File: config.mk
export PLATFORM = sky130hd
export DESIGN_NAME = scurve_stream_parser
export DESIGN_NICKNAME = d
export VERILOG_FILES = /design/src/rtl/scurve_stream_pkg.sv /design/src/rtl/scurve_word_classifier.sv /design/src/rtl/scurve_stream_parser.sv
export SDC_FILE = /design/constraint.sdc
export NUM_CORES = 1
export LEC_CHECK = 0
export BUFFER_PORTS_ARGS = -buffer_cell sky130_fd_sc_hd__buf_2
export CAP_MARGIN = 20
export CELL_PAD_IN_SITES_DETAIL_PLACEMENT = 1
export CELL_PAD_IN_SITES_GLOBAL_PLACEMENT = 2
export CORE_ASPECT_RATIO = 0.9
export CORE_UTILIZATION = 29
export DETAILED_ROUTE_END_ITERATION = 12
export GPL_TIMING_DRIVEN = 0
export PLACE_DENSITY = 0.83
export SETUP_SLACK_MARGIN = 0.2
export SKIP_LAST_GASP = 1
export SLEW_MARGIN = 20
export SYNTH_ARGS = -nofsm -noshare
export SYNTH_HDL_FRONTEND = slang
export SYNTH_SLANG_ARGS = --single-unit
File: constraint.sdc
create_clock -name Clk -period 3.4 [get_ports Clk]
set_input_delay 0.34 -clock Clk [delete_from_list [all_inputs] [get_ports Clk]]
set_output_delay 0.34 -clock Clk [all_outputs]
set_load 0.05 [all_outputs]
File: src/rtl/scurve_stream_pkg.sv
`default_nettype none
// ============================================================================
// Module  : scurve_stream_pkg
// Purpose : Shared constants for the S-curve result stream: framing words,
//           channel-word high bytes, DAC nibble, record mode encodings,
//           violation codes and parser state encodings.
// Ports   : none (package)
// Rev     : 1.0  initial release
// ============================================================================
package scurve_stream_pkg;

   // Framing words
   localparam logic [15:0] c_word_hdr    = 16'h5343;
   localparam logic [15:0] c_word_tail   = 16'hFF45;
   localparam logic [15:0] c_word_unmask = 16'h43FF;

   // Channel-word high bytes and DAC-word nibble
   localparam logic [7:0]  c_chn_single  = 8'h43;
   localparam logic [7:0]  c_chn_scan    = 8'h63;
   localparam logic [3:0]  c_dac_nibble  = 4'hD;

   // Record mode encodings
   localparam logic [1:0]  c_mode_single = 2'd0;
   localparam logic [1:0]  c_mode_scan   = 2'd1;
   localparam logic [1:0]  c_mode_unmask = 2'd2;

   // Violation codes
   localparam logic [2:0]  c_err_none    = 3'd0;
   localparam logic [2:0]  c_err_chn     = 3'd1;
   localparam logic [2:0]  c_err_dac     = 3'd2;
   localparam logic [2:0]  c_err_hdr     = 3'd3;
   localparam logic [2:0]  c_err_next    = 3'd4;
   localparam logic [2:0]  c_err_step    = 3'd5;

   // Parser states
   localparam logic [2:0]  c_st_hunt     = 3'd0;
   localparam logic [2:0]  c_st_exp_chn  = 3'd1;
   localparam logic [2:0]  c_st_exp_dac  = 3'd2;
   localparam logic [2:0]  c_st_trig     = 3'd3;
   localparam logic [2:0]  c_st_emit     = 3'd4;
   localparam logic [2:0]  c_st_next     = 3'd5;

endpackage
`default_nettype wire

File: src/rtl/scurve_word_classifier.sv
`default_nettype none
// ============================================================================
// Module  : scurve_word_classifier
// Purpose : Purely combinational decode of one 16-bit stream word into its
//           word class and the fields carried by channel and DAC words.
// Ports   : word    - stream word under inspection
//           is_hdr  - word is the frame header
//           is_tail - word is the frame tail
//           is_chn  - word is a channel word (0x43xx/0x63xx, bits[7:6]=00,
//                     or the unmask-all word 0x43FF)
//           is_dac  - word is a DAC word (0xD nibble, bits[11:10]=00)
//           mode    - record mode implied by a channel word
//           chn     - channel number carried by a channel word
//           dac     - DAC code carried by a DAC word
// Rev     : 1.0  initial release
// ============================================================================
module scurve_word_classifier
   import scurve_stream_pkg::*;
(
   input  logic [15:0] word,
   output logic        is_hdr,
   output logic        is_tail,
   output logic        is_chn,
   output logic        is_dac,
   output logic [1:0]  mode,
   output logic [5:0]  chn,
   output logic [9:0]  dac
);

   logic w_unmask;
   logic w_hi_ok;

   assign w_unmask = (word == c_word_unmask);
   assign w_hi_ok  = (word[15:8] == c_chn_single) || (word[15:8] == c_chn_scan);

   assign is_hdr   = (word == c_word_hdr);
   assign is_tail  = (word == c_word_tail);
   assign is_chn   = w_unmask || (w_hi_ok && (word[7:6] == 2'b00));
   assign is_dac   = (word[15:12] == c_dac_nibble) && (word[11:10] == 2'b00);
   assign dac      = word[9:0];

   // The unmask-all word addresses every channel, so no channel number applies.
   assign chn      = w_unmask ? 6'd0 : word[5:0];

   always_comb begin
      mode = c_mode_single;
      if (w_unmask) begin
         mode = c_mode_unmask;
      end else if (word[15:8] == c_chn_scan) begin
         mode = c_mode_scan;
      end
   end

endmodule
`default_nettype wire

File: src/rtl/scurve_stream_parser.sv
`default_nettype none
// ============================================================================
// Module  : scurve_stream_parser
// Purpose : Pops the S-curve result stream from an FWFT FIFO, checks the
//           framing (header, channel, DAC, trigger words, tail) and emits one
//           decoded record per DAC step over a valid/ready handshake.
//           Violations pulse err_pulse and leave a sticky err_code; parsing
//           resynchronises on the next header.
// Config  : SCURVE_PARSER_DAC_CHECK_EN - when defined, each DAC word after the
//           first in a channel must equal previous + cfg_dac_interval
//           (10-bit wrap), otherwise error 5 is flagged (record still sent).
// Ports   : Clk, reset (sync, active-high)
//           in_empty/in_dout/in_rd_en      - FWFT source FIFO
//           cfg_dac_interval               - expected DAC step
//           rec_valid/rec_ready            - record handshake
//           rec_mode/rec_chn/rec_dac/rec_trig - record fields
//           frame_active/frame_done/rec_cnt   - frame status
//           err_pulse/err_code             - violation reporting
// Rev     : 1.0  initial release
// ============================================================================
module scurve_stream_parser
   import scurve_stream_pkg::*;
#(
   parameter int TRIG_WORDS = 2
)
(
   input  logic                    Clk,
   input  logic                    reset,
   input  logic                    in_empty,
   input  logic [15:0]             in_dout,
   output logic                    in_rd_en,
   input  logic [9:0]              cfg_dac_interval,
   output logic                    rec_valid,
   input  logic                    rec_ready,
   output logic [1:0]              rec_mode,
   output logic [5:0]              rec_chn,
   output logic [9:0]              rec_dac,
   output logic [16*TRIG_WORDS-1:0] rec_trig,
   output logic                    frame_active,
   output logic                    frame_done,
   output logic [16:0]             rec_cnt,
   output logic                    err_pulse,
   output logic [2:0]              err_code
);

   localparam int c_trig_w = 16 * TRIG_WORDS;
   localparam int c_idx_w  = (TRIG_WORDS > 1) ? $clog2(TRIG_WORDS) : 1;
   localparam logic [c_idx_w-1:0] c_idx_last = c_idx_w'(TRIG_WORDS - 1);

   logic [2:0]          r_state;
   logic [c_idx_w-1:0]  r_idx;
   logic                w_pop;
   logic                w_is_hdr;
   logic                w_is_tail;
   logic                w_is_chn;
   logic                w_is_dac;
   logic [1:0]          w_mode;
   logic [5:0]          w_chn;
   logic [9:0]          w_dac;
   logic [c_trig_w-1:0] w_trig_next;
   logic                w_step_err;

   scurve_word_classifier u_classifier (
      .word    (in_dout),
      .is_hdr  (w_is_hdr),
      .is_tail (w_is_tail),
      .is_chn  (w_is_chn),
      .is_dac  (w_is_dac),
      .mode    (w_mode),
      .chn     (w_chn),
      .dac     (w_dac)
   );

   // No pops while a record waits for the consumer.
   assign in_rd_en  = !reset && !in_empty && (r_state != c_st_emit);
   assign w_pop     = in_rd_en;
   assign rec_valid = (r_state == c_st_emit);

   // Trigger words shift in from the LSB end so the first word ends in the MSBs.
   generate
      if (TRIG_WORDS == 1) begin : g_trig_single
         assign w_trig_next = in_dout;
      end else begin : g_trig_shift
         assign w_trig_next = {rec_trig[c_trig_w-17:0], in_dout};
      end
   endgenerate

`ifdef SCURVE_PARSER_DAC_CHECK_EN
   logic [9:0] w_dac_expect;
   assign w_dac_expect = rec_dac + cfg_dac_interval;
   // Only consulted in NEXT, where rec_dac always holds this channel's prior step.
   assign w_step_err   = (w_dac != w_dac_expect);
`else
   logic unused_cfg;
   assign unused_cfg = ^cfg_dac_interval;
   assign w_step_err = 1'b0;
`endif

   always_ff @(posedge Clk) begin
      if (reset) begin
         r_state      <= c_st_hunt;
         r_idx        <= '0;
         rec_mode     <= '0;
         rec_chn      <= '0;
         rec_dac      <= '0;
         rec_trig     <= '0;
         frame_active <= 1'b0;
         frame_done   <= 1'b0;
         rec_cnt      <= '0;
         err_pulse    <= 1'b0;
         err_code     <= c_err_none;
      end else begin
         err_pulse  <= 1'b0;
         frame_done <= 1'b0;
         case (r_state)
            c_st_hunt: begin
               if (w_pop && w_is_hdr) begin
                  r_state      <= c_st_exp_chn;
                  frame_active <= 1'b1;
                  rec_cnt      <= '0;
                  err_code     <= c_err_none;
               end
            end
            c_st_exp_chn: begin
               if (w_pop) begin
                  if (w_is_hdr) begin
                     err_pulse <= 1'b1;
                     err_code  <= c_err_hdr;
                     rec_cnt   <= '0;
                  end else if (w_is_chn) begin
                     rec_mode <= w_mode;
                     rec_chn  <= w_chn;
                     r_state  <= c_st_exp_dac;
                  end else begin
                     err_pulse    <= 1'b1;
                     err_code     <= c_err_chn;
                     frame_active <= 1'b0;
                     r_state      <= c_st_hunt;
                  end
               end
            end
            c_st_exp_dac: begin
               if (w_pop) begin
                  if (w_is_hdr) begin
                     err_pulse <= 1'b1;
                     err_code  <= c_err_hdr;
                     rec_cnt   <= '0;
                     r_state   <= c_st_exp_chn;
                  end else if (w_is_dac) begin
                     rec_dac <= w_dac;
                     r_idx   <= '0;
                     r_state <= c_st_trig;
                  end else begin
                     err_pulse    <= 1'b1;
                     err_code     <= c_err_dac;
                     frame_active <= 1'b0;
                     r_state      <= c_st_hunt;
                  end
               end
            end
            c_st_trig: begin
               // Every word here is payload, including one that looks like a header.
               if (w_pop) begin
                  rec_trig <= w_trig_next;
                  if (r_idx == c_idx_last) begin
                     r_state <= c_st_emit;
                  end else begin
                     r_idx <= r_idx + 1'b1;
                  end
               end
            end
            c_st_emit: begin
               if (rec_ready) begin
                  if (rec_cnt != 17'h1FFFF) begin
                     rec_cnt <= rec_cnt + 1'b1;
                  end
                  r_state <= c_st_next;
               end
            end
            c_st_next: begin
               if (w_pop) begin
                  if (w_is_dac) begin
                     if (w_step_err) begin
                        err_pulse <= 1'b1;
                        err_code  <= c_err_step;
                     end
                     rec_dac <= w_dac;
                     r_idx   <= '0;
                     r_state <= c_st_trig;
                  end else if (w_is_chn) begin
                     rec_mode <= w_mode;
                     rec_chn  <= w_chn;
                     r_state  <= c_st_exp_dac;
                  end else if (w_is_tail) begin
                     frame_done   <= 1'b1;
                     frame_active <= 1'b0;
                     r_state      <= c_st_hunt;
                  end else if (w_is_hdr) begin
                     err_pulse <= 1'b1;
                     err_code  <= c_err_hdr;
                     rec_cnt   <= '0;
                     r_state   <= c_st_exp_chn;
                  end else begin
                     err_pulse    <= 1'b1;
                     err_code     <= c_err_next;
                     frame_active <= 1'b0;
                     r_state      <= c_st_hunt;
                  end
               end
            end
            default: begin
               r_state <= c_st_hunt;
            end
         endcase
      end
   end

endmodule
`default_nettype wire
==> flow_summary.json <==
{
  "die_x_um": 119.0,
  "cts_buffers": 9,
  "synth_nets": 463,
  "hold_path.class": "input port to flop",
  "finalCriticalPeriod_ns": 2.984,
  "hpwl_um": 8601,
  "dr.first_iter.drc_count": 152,
  "cts_buffer_depth": 2,
  "tightest_slew_ns": 0.6441,
  "vias_per_cell": 5.050,
  "grt_pass1_vias": 3430,
  "synthFlopType": "dfxtp_1",
  "regToRegSetupSlack_ns": 0.42,
  "grt_first_pass_wirelength_um": 18360,
  "drive_gt1_frac": 0.2569,
  "synth-seq-cells": 77,
  "synth_top_area_share": 0.4318,
  "cts_sinks": 77,
  "max_slew_margin": 0.5690,
  "reg2reg_to": "rec_cnt[6]",
  "met1_usage": 0.2416,
  "yosys.area.top_type": "dfxtp_1",
  "cts_tree": "built",
  "outcome": "finished clean",
  "gp_congestion": 0.8388,
  "fp.dieArea_sq_mm": 0.01276,
  "power_mw": 1.878,
  "max-cap-violations": 0,
  "path_max_fanout": 10,
  "num-nets-final": 569,
  "reg2reg_depth": 12,
  "synth_area_leaders": "dfxtp_1, nand2_1, o21ai_0, mux2i_1, nor2_1",
  "power-per-cell-area_mw_per_mm2": 413.6,
  "max_freq_ghz": 0.3351,
  "async_flop_share": 0,
  "synth_area_sq_mm": 0.003570,
  "endpoint": "rec_cnt[6]",
  "place_area_sq_mm": 0.004235,
  "cts_hold_buf": 0,
  "antenna_found_initial": 0,
  "startpoint": "rec_cnt[0]",
  "seq_area_frac_synth": 0.4318,
  "crit_path_end_kind": "flop",
  "regArea_sq_mm": 0.001541,
  "io_pins": 105,
  "crit_type": "flop to flop",
  "fillers": 1485,
  "rsz0062_at_grt": "true",
  "drt-pass1-iter-count": 4,
  "reg2reg_from": "rec_cnt[0]",
  "fin_crit_sh": 0.8777,
  "use_met2": 0.2937,
  "wl_per_cell_um": 16.49,
  "final_antenna_net_count": 0,
  "num_vias": 3540,
  "cts.clk_slew.worst_paths_ns": 0.06,
  "synth_edf_count": 0,
  "fin_skew_ns": 0.007089,
  "vdd_drop_max_mv": 0.3168,
  "fin_setup_tns_ns": 0,
  "maxSlewViolCount": 0,
  "final_hold_viol_count": 0,
  "htree_levels": 3,
  "synthDistinctLibCells": 65,
  "die_y_um": 107.3,
  "area_delta_synth_final_pct": 27.20,
  "setup_viol": 0,
  "grt_max_degree": 14,
  "synth_warnings": 0,
  "clk_latency_ns": 0.34,
  "syn_inst": 431,
  "stdcell_area_sq_mm": 0.004541,
  "critPathRequiredTime_ns": 3.64,
  "drt_wl_total_um": 11560,
  "p_leak_nw": 1.918,
  "rows": 38,
  "core_sq_mm": 0.01203,
  "top_usage_layer": "met2",
  "root_buffer": "clkbuf_16",
  "post-route-drc-count": 0,
  "grt_use_total": 0.1871,
  "grt_overflow": 0,
  "use_met3": 0.06038,
  "crit_arrival_ns": 3.22,
  "multi_input_area_sq_mm": 0.001879,
  "io_buffers": 93,
  "start_kind": "flop",
  "initial_utilization": 0.2968,
  "antenna_cells": 0,
  "synth_area_per_cell_sq_um": 8.282
}
sequential cells by signal, summed over array words and instances (netlist names):
register	flops
rec_trig	32
rec_dac	10
frame_done	1
r_idx	1
err_pulse	1
rec_cnt	17
rec_mode	2
err_code	3
r_state	3
frame_active	1
rec_chn	6
timing repair:
action	in CTS	in global routing
hold endpoints to repair	0	0
resized for setup	0	5
cloned	0	0
pin swaps	1	2
setup endpoints to repair	1	15
setup buffers	0	2
synth_stat cells (7+ instances only):
| cell | instances |
|---|---|
| mux2i_1 | 12 |
| nor2_1 | 31 |
| nand3_1 | 14 |
| clkbuf_1 | 17 |
| dfxtp_1 | 77 |
| nor4_1 | 7 |
| a22o_1 | 7 |
| nand2_1 | 95 |
| a21oi_1 | 12 |
| o21ai_0 | 39 |
| nor3_1 | 8 |
routing by layer:
metal,up-vias,wire length [um]
li1,1738,-
met1,1689,5424
met2,98,5185
met3,15,724
met4,0,223
met5,-,0
worst min path at each step:
stage,startpoint,endpoint,cells past startpoint
2_1_floorplan,in_dout[0],rec_trig[0],2
3_5_place_dp,rec_trig[20],rec_trig[20],2
3_3_place_gp,rec_trig[30],rec_trig[30],2
5_1_grt,in_dout[9],rec_trig[9],3
6_report,in_dout[9],rec_trig[9],3
4_1_cts,in_dout[9],rec_trig[9],3
stage by stage:
step,util,hold WS [ns],cells,worst slack (ns)
after floorplan,-,0.4486,431,0.3638
after detailed placement,0.3521,0.4509,684,0.2284
after CTS,0.3749,0.2306,699,0.2217
after global routing,0.3775,0.2386,701,0.1944
final,0.3775,0.2368,701,0.4157
after global placement,0.3521,0.4450,684,0.2813
area by class of cell:
type	count	share of cell area
plain buffers	25	0.03141
clock buffers	10	0.05263
clock inverters	5	0.007716
inverters	6	0.004960
multi-input cells	323	0.4139
flip-flops and latches	77	0.3395
well taps	160	0.04409
repair buffers	95	0.1058
cell usage in the layout, fill, tap and decap left out, drive strengths merged, types with 6 or more instances in the layout:
master  count
nor4        8
nand2      95
or3         6
nor3       10
nor2       32
buf       100
nand3      14
dfxtp      77
nand2b      6
a21o        6
a22o        7
nor2b       6
inv         7
o31ai       6
nand4       6
mux2i      12
clkbuf     30
a21oi      13
o21ai      40
critical path, cell delays in order, from the launching register on:
cell      delay [ns]
dfxtp_1         0.42
ha_1            0.23
nand3_1         0.17
or2_2           0.38
nor2_2          0.15
nand4_1         0.15
nor2_1          0.16
ha_1            0.14
nand2b_1        0.12
nand2b_1        0.30
clkbuf_2        0.32
nor3_1          0.07
a211o_1         0.26
cells by family (layout without fill, tap and decap cells):
logic type,Yosys count,in the layout,synth area share
AOI/OAI and AO/OA,101,101,0.1886
adders and majority gates,2,2,0.007009
muxes,13,13,0.03680
DFF,77,77,0.4318
and+or+nand+nor,207,207,0.2899
buffers and inverters,31,141,0.04591
where the power goes:
part,internal (mW),total (mW),switching [mW]
Combinational,0.0224,0.0751,0.0528
Sequential,0.902,0.902,0.000000245
Clock,0.511,0.901,0.390
Total,1.44,1.88,0.442
(Power assumes the default switching activity.)
